File: src/rtl/mem_pkg.sv
// Shared widths and the pending-store entry layout for the store buffer.
package mem_pkg;

  localparam int MEM_ADDR_W = 8;
  localparam int MEM_DATA_W = 32;

  typedef struct packed {
    logic [MEM_ADDR_W-1:0] addr;
    logic [MEM_DATA_W-1:0] data;
  } sb_entry_t;

endpackage

File: src/rtl/mem_store_buffer_if.sv
// Pipeline-side requests and data-memory port of the store buffer.
interface mem_store_buffer_if #(
  parameter int ADDR_W = mem_pkg::MEM_ADDR_W,
  parameter int DATA_W = mem_pkg::MEM_DATA_W
) ();

  logic              req_read;
  logic              req_write;
  logic [ADDR_W-1:0] req_addr;
  logic [DATA_W-1:0] req_wdata;
  logic              stall;
  logic              load_valid;
  logic [DATA_W-1:0] load_data;
  logic              mem_read;
  logic              mem_write;
  logic [ADDR_W-1:0] mem_addr;
  logic [DATA_W-1:0] mem_wdata;
  logic [DATA_W-1:0] mem_rdata;
  logic              empty;

  modport slave (
    input  req_read, req_write, req_addr, req_wdata, mem_rdata,
    output stall, load_valid, load_data, mem_read, mem_write, mem_addr, mem_wdata, empty
  );

  modport master (
    output req_read, req_write, req_addr, req_wdata, mem_rdata,
    input  stall, load_valid, load_data, mem_read, mem_write, mem_addr, mem_wdata, empty
  );

endinterface

File: src/rtl/sb_match.sv
// Youngest-match search over the valid store-buffer entries for a load address.
module sb_match
  import mem_pkg::*;
#(
  parameter int DEPTH = 4,
  localparam int PTR_W = $clog2(DEPTH),
  localparam int CNT_W = PTR_W + 1
) (
  input  sb_entry_t             entries [DEPTH],
  input  logic [PTR_W-1:0]      head,
  input  logic [CNT_W-1:0]      count,
  input  logic [MEM_ADDR_W-1:0] addr,
  output logic                  hit,
  output logic [MEM_DATA_W-1:0] data
);

  // Slot gi holds the gi-th oldest entry, so the highest matching slot is the youngest.
  logic [DEPTH-1:0]      match_age;
  logic [MEM_DATA_W-1:0] age_data [DEPTH];

  generate
    for (genvar gi = 0; gi < DEPTH; gi++) begin : g_cmp
      logic [PTR_W-1:0] idx;
      assign idx           = head + PTR_W'(gi);
      assign match_age[gi] = (CNT_W'(gi) < count) && (entries[idx].addr == addr);
      assign age_data[gi]  = entries[idx].data;
    end
  endgenerate

  always_comb begin
    hit  = 1'b0;
    data = '0;
    for (int k = 0; k < DEPTH; k++) begin
      if (match_age[k]) begin
        hit  = 1'b1;
        data = age_data[k];
      end
    end
  end

endmodule

File: src/rtl/mem_store_buffer.sv
// Circular store buffer between pipeline and data memory: loads take the memory
// port first, pending stores drain in order on idle cycles, loads forward from stores.
module mem_store_buffer
  import mem_pkg::*;
#(
  parameter int DEPTH  = 4,
  parameter int ADDR_W = MEM_ADDR_W,
  parameter int DATA_W = MEM_DATA_W
) (
  input  logic                clk,
  input  logic                rst_n,
  mem_store_buffer_if.slave   bus
);

  localparam int PTR_W = $clog2(DEPTH);
  localparam int CNT_W = PTR_W + 1;

  sb_entry_t         entries [DEPTH];
  logic [PTR_W-1:0]  head_reg;
  logic [PTR_W-1:0]  tail_reg;
  logic [CNT_W-1:0]  count_reg;
  logic              load_valid_reg;
  logic [DATA_W-1:0] load_data_reg;

  logic              full;
  logic              push;
  logic              pop;
  logic              fwd_hit;
  logic [DATA_W-1:0] fwd_data;

  assign full = (count_reg == CNT_W'(DEPTH));
  assign push = bus.req_write & ~full;
  // Draining is suppressed while reset is asserted so no stale store reaches memory.
  assign pop  = ~bus.req_read & (count_reg != '0) & rst_n;

  assign bus.stall      = bus.req_write & full;
  assign bus.empty      = (count_reg == '0);
  assign bus.load_valid = load_valid_reg;
  assign bus.load_data  = load_data_reg;

  always_comb begin
    bus.mem_read  = 1'b0;
    bus.mem_write = 1'b0;
    bus.mem_addr  = '0;
    bus.mem_wdata = '0;
    if (bus.req_read) begin
      bus.mem_read = 1'b1;
      bus.mem_addr = bus.req_addr;
    end else if (pop) begin
      bus.mem_write = 1'b1;
      bus.mem_addr  = entries[head_reg].addr;
      bus.mem_wdata = entries[head_reg].data;
    end
  end

  sb_match #(.DEPTH(DEPTH)) u_match (
    .entries (entries),
    .head    (head_reg),
    .count   (count_reg),
    .addr    (bus.req_addr),
    .hit     (fwd_hit),
    .data    (fwd_data)
  );

  always_ff @(posedge clk) begin
    if (!rst_n) begin
      head_reg       <= '0;
      tail_reg       <= '0;
      count_reg      <= '0;
      load_valid_reg <= 1'b0;
      load_data_reg  <= '0;
    end else begin
      if (push) tail_reg <= tail_reg + 1'b1;
      if (pop)  head_reg <= head_reg + 1'b1;
      count_reg      <= count_reg + CNT_W'(push) - CNT_W'(pop);
      load_valid_reg <= bus.req_read;
      if (bus.req_read) load_data_reg <= fwd_hit ? fwd_data : bus.mem_rdata;
    end
  end

  // Entry storage is never cleared; validity comes from count alone.
  always_ff @(posedge clk) begin
    if (push) entries[tail_reg] <= '{addr: bus.req_addr, data: bus.req_wdata};
  end

endmodule

File: src/flat_wrapper.sv
// flat-port wrapper written by rule: the top's interface ports become plain ports
module mem_store_buffer_flat import mem_pkg::*;
#(
  parameter int DEPTH  = 4,
  parameter int ADDR_W = MEM_ADDR_W,
  parameter int DATA_W = MEM_DATA_W
)
  (clk, rst_n, bus_req_read, bus_req_write, bus_req_addr, bus_req_wdata, bus_mem_rdata, bus_stall, bus_load_valid, bus_load_data, bus_mem_read, bus_mem_write, bus_mem_addr, bus_mem_wdata, bus_empty);
  mem_store_buffer_if #(.ADDR_W(ADDR_W), .DATA_W(DATA_W)) bus_i ();
  input  logic clk;
  input  logic rst_n;
  input wire logic [$bits(bus_i.req_read)-1:0] bus_req_read;
  input wire logic [$bits(bus_i.req_write)-1:0] bus_req_write;
  input wire logic [$bits(bus_i.req_addr)-1:0] bus_req_addr;
  input wire logic [$bits(bus_i.req_wdata)-1:0] bus_req_wdata;
  input wire logic [$bits(bus_i.mem_rdata)-1:0] bus_mem_rdata;
  output wire logic [$bits(bus_i.stall)-1:0] bus_stall;
  output wire logic [$bits(bus_i.load_valid)-1:0] bus_load_valid;
  output wire logic [$bits(bus_i.load_data)-1:0] bus_load_data;
  output wire logic [$bits(bus_i.mem_read)-1:0] bus_mem_read;
  output wire logic [$bits(bus_i.mem_write)-1:0] bus_mem_write;
  output wire logic [$bits(bus_i.mem_addr)-1:0] bus_mem_addr;
  output wire logic [$bits(bus_i.mem_wdata)-1:0] bus_mem_wdata;
  output wire logic [$bits(bus_i.empty)-1:0] bus_empty;
  assign bus_i.req_read = bus_req_read;
  assign bus_i.req_write = bus_req_write;
  assign bus_i.req_addr = bus_req_addr;
  assign bus_i.req_wdata = bus_req_wdata;
  assign bus_i.mem_rdata = bus_mem_rdata;
  assign bus_stall = bus_i.stall;
  assign bus_load_valid = bus_i.load_valid;
  assign bus_load_data = bus_i.load_data;
  assign bus_mem_read = bus_i.mem_read;
  assign bus_mem_write = bus_i.mem_write;
  assign bus_mem_addr = bus_i.mem_addr;
  assign bus_mem_wdata = bus_i.mem_wdata;
  assign bus_empty = bus_i.empty;
  mem_store_buffer #(.DEPTH(DEPTH), .ADDR_W(ADDR_W), .DATA_W(DATA_W)) u_core (.clk(clk), .rst_n(rst_n), .bus(bus_i));
endmodule
File: config.mk
export PLATFORM = sky130hd
export DESIGN_NAME = mem_store_buffer_flat
export DESIGN_NICKNAME = d
export VERILOG_FILES = /design/src/rtl/mem_pkg.sv /design/src/rtl/mem_store_buffer_if.sv /design/src/rtl/sb_match.sv /design/src/rtl/mem_store_buffer.sv /design/src/flat_wrapper.sv
export SDC_FILE = /design/constraint.sdc
export NUM_CORES = 1
export LEC_CHECK = 0
export CAP_MARGIN = 20
export CORE_MARGIN = 1
export CORE_UTILIZATION = 50
export DETAILED_ROUTE_END_ITERATION = 10
export GPL_TIMING_DRIVEN = 0
export PLACE_DENSITY = 0.76
export REMOVE_ABC_BUFFERS = 1
export SYNTH_ARGS = -nofsm -noshare
export SYNTH_HDL_FRONTEND = slang
export SYNTH_HIERARCHICAL = 1
export SYNTH_SLANG_ARGS = --single-unit
export TNS_END_PERCENT = 100
File: constraint.sdc
create_clock -name clk -period 4.6 [get_ports clk]
set_input_delay 1.38 -clock clk [delete_from_list [all_inputs] [get_ports clk]]
set_output_delay 1.38 -clock clk [all_outputs]
set_load 0.005 [all_outputs]
# Yosys cells after proc, flatten, opt, wreduce, memory -nomap -nowiden
# Index checks and enable logic that the tools add are counted.
[classes]
n_addsub = 6
order_cmp = 10
n_eq_ne = 5
mux = 31
bitwise = 11
n_reduce_logical = 7
[ops]
columns = ["op", "n"]
rows = [
  ["2-to-1 mux 40 bit", 9],
  ["binary-select mux 40 bit (select 2 bit)", 4],
  ["2-to-1 mux 32 bit", 7],
  ["bitwise mux 160 bit", 1],
  ["demux 40 bit (select 2 bit)", 1],
  ["== test 8 bit", 4],
  ["2-to-1 mux 8 bit", 2],
  [">= comparator 3 bit, second input constant", 5],
  ["NOT 2 -> 3 bit", 5],
  ["2-to-1 mux 1 bit", 7],
  ["< comparator 1 x 3 -> 1 bit, first input constant", 2],
  ["< comparator 2 x 3 -> 1 bit, first input constant", 2],
  ["logical AND 1 bit", 5],
  ["adder 2 x 1 -> 2 bit, second input constant", 2],
  ["adder 2 bit, second input constant", 2],
  ["AND 1 bit", 4],
  ["adder 3 x 1 -> 3 bit", 1],
  ["== test 3 bit, second input constant", 1],
  ["zero test 3 bit", 1],
  ["< comparator 3 x 1 -> 1 bit, second input constant", 1],
  ["nonzero test 3 bit", 1],
  ["subtractor 3 x 1 -> 3 bit", 1],
  ["NOT 1 bit", 2],
]
[totals]
regBits = 200
input_bits = 76
output_inout_bits = 77
elab_cells = 83

# Longest topological paths before layout
[depth]
word_depth = 11
ltp_mapped = 16
mapped_depth_nobuf = 11

# By module
# Netlist, hierarchy kept.
[by_module_without_submodules]
columns = ["module", "instances", "cells_each", "area_per_inst_um2"]
rows = [
  ["mem_store_buffer", 1, 456, 8047.7],
  ["sb_match", 1, 588, 4510.6],
]

# Worst setup path after synthesis
# No wires, ideal clock.
[synth_timing]
kind = "input to register"
from = "input bus_req_addr[5]"
to = "register u_core.load_data_reg[2], in the netlist u_core/bus.load_data[2]"
arrival_ns = 3.931
required_ns = 4.484
setup_slack_ns = 0.552
path_stages = 13
path_buffers = 5
path_cell_list = "clkbuf_1 > nor2_1 > or4b_1 > a221oi_2 > nand3_1 > buf_2 > buf_2 > nand3_1 > clkbuf_1 > buf_2 > mux2i_1 > nand2_1 > o211a_1"
[synth_via]
elab_chain_len = 7
word_cells_on_any_way = 17
cone_classes = "eq/ne (4); mux (9); reduce/logical (4)"
[synth_rtl]
columns = ["element", "line_no", "text"]
rows = [
  ["start, declared", "flat_wrapper.sv:14", "input wire logic [$bits(bus_i.req_addr)-1:0] bus_req_addr;"],
  ["== test 8 bit", "sb_match.sv:25", "assign match_age[gi] = (CNT_W'(gi) < count) && (entries[idx].addr == addr);"],
  ["logical AND 1 bit", "sb_match.sv:25", ""],
  ["2-to-1 mux 1 bit (3 in series)", "sb_match.sv:34", "if (match_age[k]) begin"],
  ["2-to-1 mux 1 bit *", "sb_match.sv:34", ""],
  ["named net u_core.fwd_hit", "mem_store_buffer.sv:28", "logic fwd_hit;"],
  ["2-to-1 mux 32 bit *", "mem_store_buffer.sv:77", "if (bus.req_read) load_data_reg <= fwd_hit ? fwd_data : bus.mem_rdata;"],
  ["end signal, assigned", "mem_store_buffer.sv:77", ""],
  ["end, declared", "mem_store_buffer.sv:23", "logic [DATA_W-1:0] load_data_reg;"],
]
# Mark *: on every way through the listed nets, which the timed path passes. The rest lies on a longest branch.
# A chain may end at the register's enable or synchronous reset.

# Final worst setup path
[layout_timing]
from = "input bus_req_read"
to = "output bus_mem_addr[6]"
[layout_via]
elab_chain_len = 5
[layout_rtl]
columns = ["element", "line_no", "text"]
rows = [
  ["start, declared", "flat_wrapper.sv:12", "input wire logic [$bits(bus_i.req_read)-1:0] bus_req_read;"],
  ["NOT 1 bit", "mem_store_buffer.sv:34", "assign pop = ~bus.req_read & (count_reg != '0) & rst_n;"],
  ["AND 1 bit (2 in series)", "mem_store_buffer.sv:34", ""],
  ["2-to-1 mux 8 bit", "mem_store_buffer.sv:49", "end else if (pop) begin"],
  ["2-to-1 mux 8 bit *", "mem_store_buffer.sv:46", "if (bus.req_read) begin"],
  ["end, declared", "flat_wrapper.sv:22", "output wire logic [$bits(bus_i.mem_addr)-1:0] bus_mem_addr;"],
]
# Every way passes the cells marked *; elsewhere a longest branch is shown, timed or not.

==> flow_summary.ini <==
[timing]
worst_slew_pin_slew_ns = 0.9149
fin_crit_ns = 4.505
whs_ns = 0.4817
post-route-period-util = 0.9793
finalClockSkew_ns = 0.01372
relSlewSlack = 0.3901
fmax_mhz = 222.0
finalSetupViolations = 0
hold_viol = 0
slew_viol_final = 0

[floorplan]
die_h_microns = 160.5
io_pins = 153
core_area_sq_um = 24460
die_x_microns = 160.5
rows = 57
initial_core_util = 0.5134
die-area_sq_um = 25750

[power_and_ir_drop]
seq_power_share = 0.368
p_leak_nw = 5.149
switching_share = 0.3321
total_power_mw = 6.259
p_clk_frac = 0.255
p_int_mw = 4.180
peakVddDrop_v = 0.0003226
comb_power_share = 0.377
p_per_area_nw_per_um2 = 413.6
p_sw_mw = 2.078

[placed_design]
dp_hpwl_microns = 19230
globalplace.congestion = 0.7678
dp.cells = 1429
portBuffers = 152

[drt]
wl_met2_microns = 16190
vias = 9523
dr.first_iter.drc_count = 647
firstDrtPassIters = 5
vias_per_cell = 6.461
routed.top_layer = met5
postRouteAntennaNets = 0
wl_met3_microns = 2347
drt-met1-wl_microns = 13190
drc = 0
wirelength_microns = 32360
wl_per_cell_microns = 21.95

[synthesis]
synth.cell_area_sq_um = 12560
synth_cells = 1044
ys_ff_latch = 200
synth_flop_cell = edfxtp_1
syn_avg_cell_area_sq_um = 12.03
yosysWarningCount = 6
synth_edf_count = 160
yosys.cell_types.count = 55
synth-async-reset-ratio = 0
ys_seq_area_frac = 0.4463

[worst_setup_path]
crit_buf_inv = 2
required_ns = 3.22
crit_path_max_fanout = 79
cp_cell_sequence = buf_4 -> nor2b_4 -> and2_4 -> a22o_1 -> clkdlybuf4s50_1
cp-end-kind = output port
crit_slowest_cell = buf_4
crit_family = buffers and inverters
crit_path_start_kind = input pin
max_stage_delay_ns = 0.68
crit_type = input pin to output port
rrSetupSlack_ns = 0.29
worstPathArrival_ns = 3.12

[clock_network]
cts_buffers = 17
hold_buffers = 0
clock_sinks = 200
cts_max_level = 4
clockBufferDepth = 2
cts.clk_slew.worst_paths_ns = 0.07
cts_tree = built
insertion_delay_ns = 0.44
clockRootBuffer = clkbuf_16

[outcome]
status = finished clean

[grt]
grt_pass1_wl_microns = 49210
track_usage = 0.2448
grt_antenna_before_repair = 1
overflow = 0
grt_pass1_vias = 9275
grt_max_degree = 80

[final_layout]
largest_reg_flops = 160
nets = 1220
areaGrowthSynthToFinish_pct = 20.48
final_layout_size_suffix_gt1_frac = 0.1165
stdcell_count = 1474
insertedDiodeCount = 0
final_core_util = 0.6185
fillers = 1870

[job]
max_cap_viol_count = 0

[hold_path]
hold_path_class = flip-flop to flip-flop
[final cells by class]
cell class,instances,area [sq um],share of cell area
Tap cell,324,405.4,0.02679
Inverter,14,55.05,0.003638
Timing Repair Buffer,177,2029,0.1341
Sequential cell,200,5613,0.3710
Clock buffer,18,439.2,0.02902
Clock inverter,14,187.7,0.01240
Multi-Input combinational cell,727,6401,0.4231
[layout by cell type (no fill, tap or decap), types with 5 or more instances in the layout]
master and n:
edfxtp_1 160, o21ai_0 7, o2bb2ai_1 28, inv_1 13, nor3_1 11, a22o_1 8, nand2_1 128, mux4_2 47
o211a_1 32, xnor2_1 16, and2_1 5, buf_12 11, ha_1 6, xor2_1 18, clkbuf_16 19, nor2_1 13
a21oi_1 31, and3_1 33, buf_16 7, o221ai_1 62, dfxtp_1 38, a32oi_1 28, mux2_2 5, clkdlybuf4s50_1 147
mux2i_1 194
[worst paths after layout]
path | from | end | cells after the start
max | bus_req_read | bus_mem_addr[6] | 5
min reg2reg | u_core/bus.load_data[25]$_SDFFE_PN0P_ | u_core/bus.load_data[25]$_SDFFE_PN0P_ | 1
min | u_core/bus.load_data[25]$_SDFFE_PN0P_ | u_core/bus.load_data[25]$_SDFFE_PN0P_ | 1
max reg2reg | u_core/head_reg[1]$_SDFFE_PN0N_ | u_core/bus.load_data[26]$_SDFFE_PN0P_ | 14
[power by group through the flow]
stage                     logic [mW]  clock network [mW]  registers, mW
after CTS                       2.29                1.62           2.32
after floorplan                 1.58                   0           2.48
final                           2.36                1.60           2.31
after global placement          2.24                   0           2.58
after detailed placement        2.23                   0           2.37
after global routing            2.52                1.69           2.33
[per-stage QoR]
| stage | setup WS, ns | setup TNS (ns) | area [sq um] |
|---|---|---|---|
| global placement | -10.64 | -618.05 | 13890 |
| floorplan | -6.618 | -378.75 | 11960 |
| finish | 0.09520 | 0 | 15130 |
| global route | -0.0007030 | -0.0007030 | 15130 |
| CTS | 0.03092 | 0 | 15040 |
| detailed placement | -0.9728 | -40.10 | 14270 |
[kinds of logic (layout without fill, tap and decap cells)]
kind of cell,Yosys count,in the layout,synth area share
buffers and inverters,120,223,0.05191
flip-flops,200,200,0.4463
multiplexers,248,248,0.2476
adder cells (fa/ha/maj),7,7,0.007572
XOR/XNOR,34,34,0.02371
AO/OA/AOI/OAI,218,218,0.1432
AND/OR/NAND/NOR,217,220,0.07971
[layer usage]
layer | track usage | vias to the layer above
met4 | 0.08139 | 2
met2 | 0.4211 | 420
met5 | 0 | -
met1 | 0.3153 | 4727
met3 | 0.03745 | 48
li1 | - | 4326
[synth_stat cells, drive strengths merged, types with 8 or more instances]
cell type | number | area, sq um
inv | 14 | 52.55
nand2 | 131 | 501.7
mux2i | 194 | 1942
xnor2 | 16 | 140.1
a22o | 8 | 70.07
o211a | 32 | 320.3
o2bb2ai | 28 | 245.2
nor3 | 11 | 55.05
and2 | 10 | 65.06
a32oi | 28 | 245.2
o221ai | 62 | 543.0
clkbuf | 47 | 176.4
nor2 | 13 | 48.80
xor2 | 18 | 157.7
and3 | 34 | 212.7
dfxtp | 40 | 800.8
mux4 | 49 | 1111
edfxtp | 160 | 4805
a21oi | 32 | 160.2
buf | 59 | 422.9
[repair_timing]
action	4_1_cts	5_1_grt
gates cloned	3	2
endpoints found under the setup margin	73	36
setup buffers	6	2
pin swaps	2	0
gates resized for setup	8	4
Power figures use the tool's default switching activity.
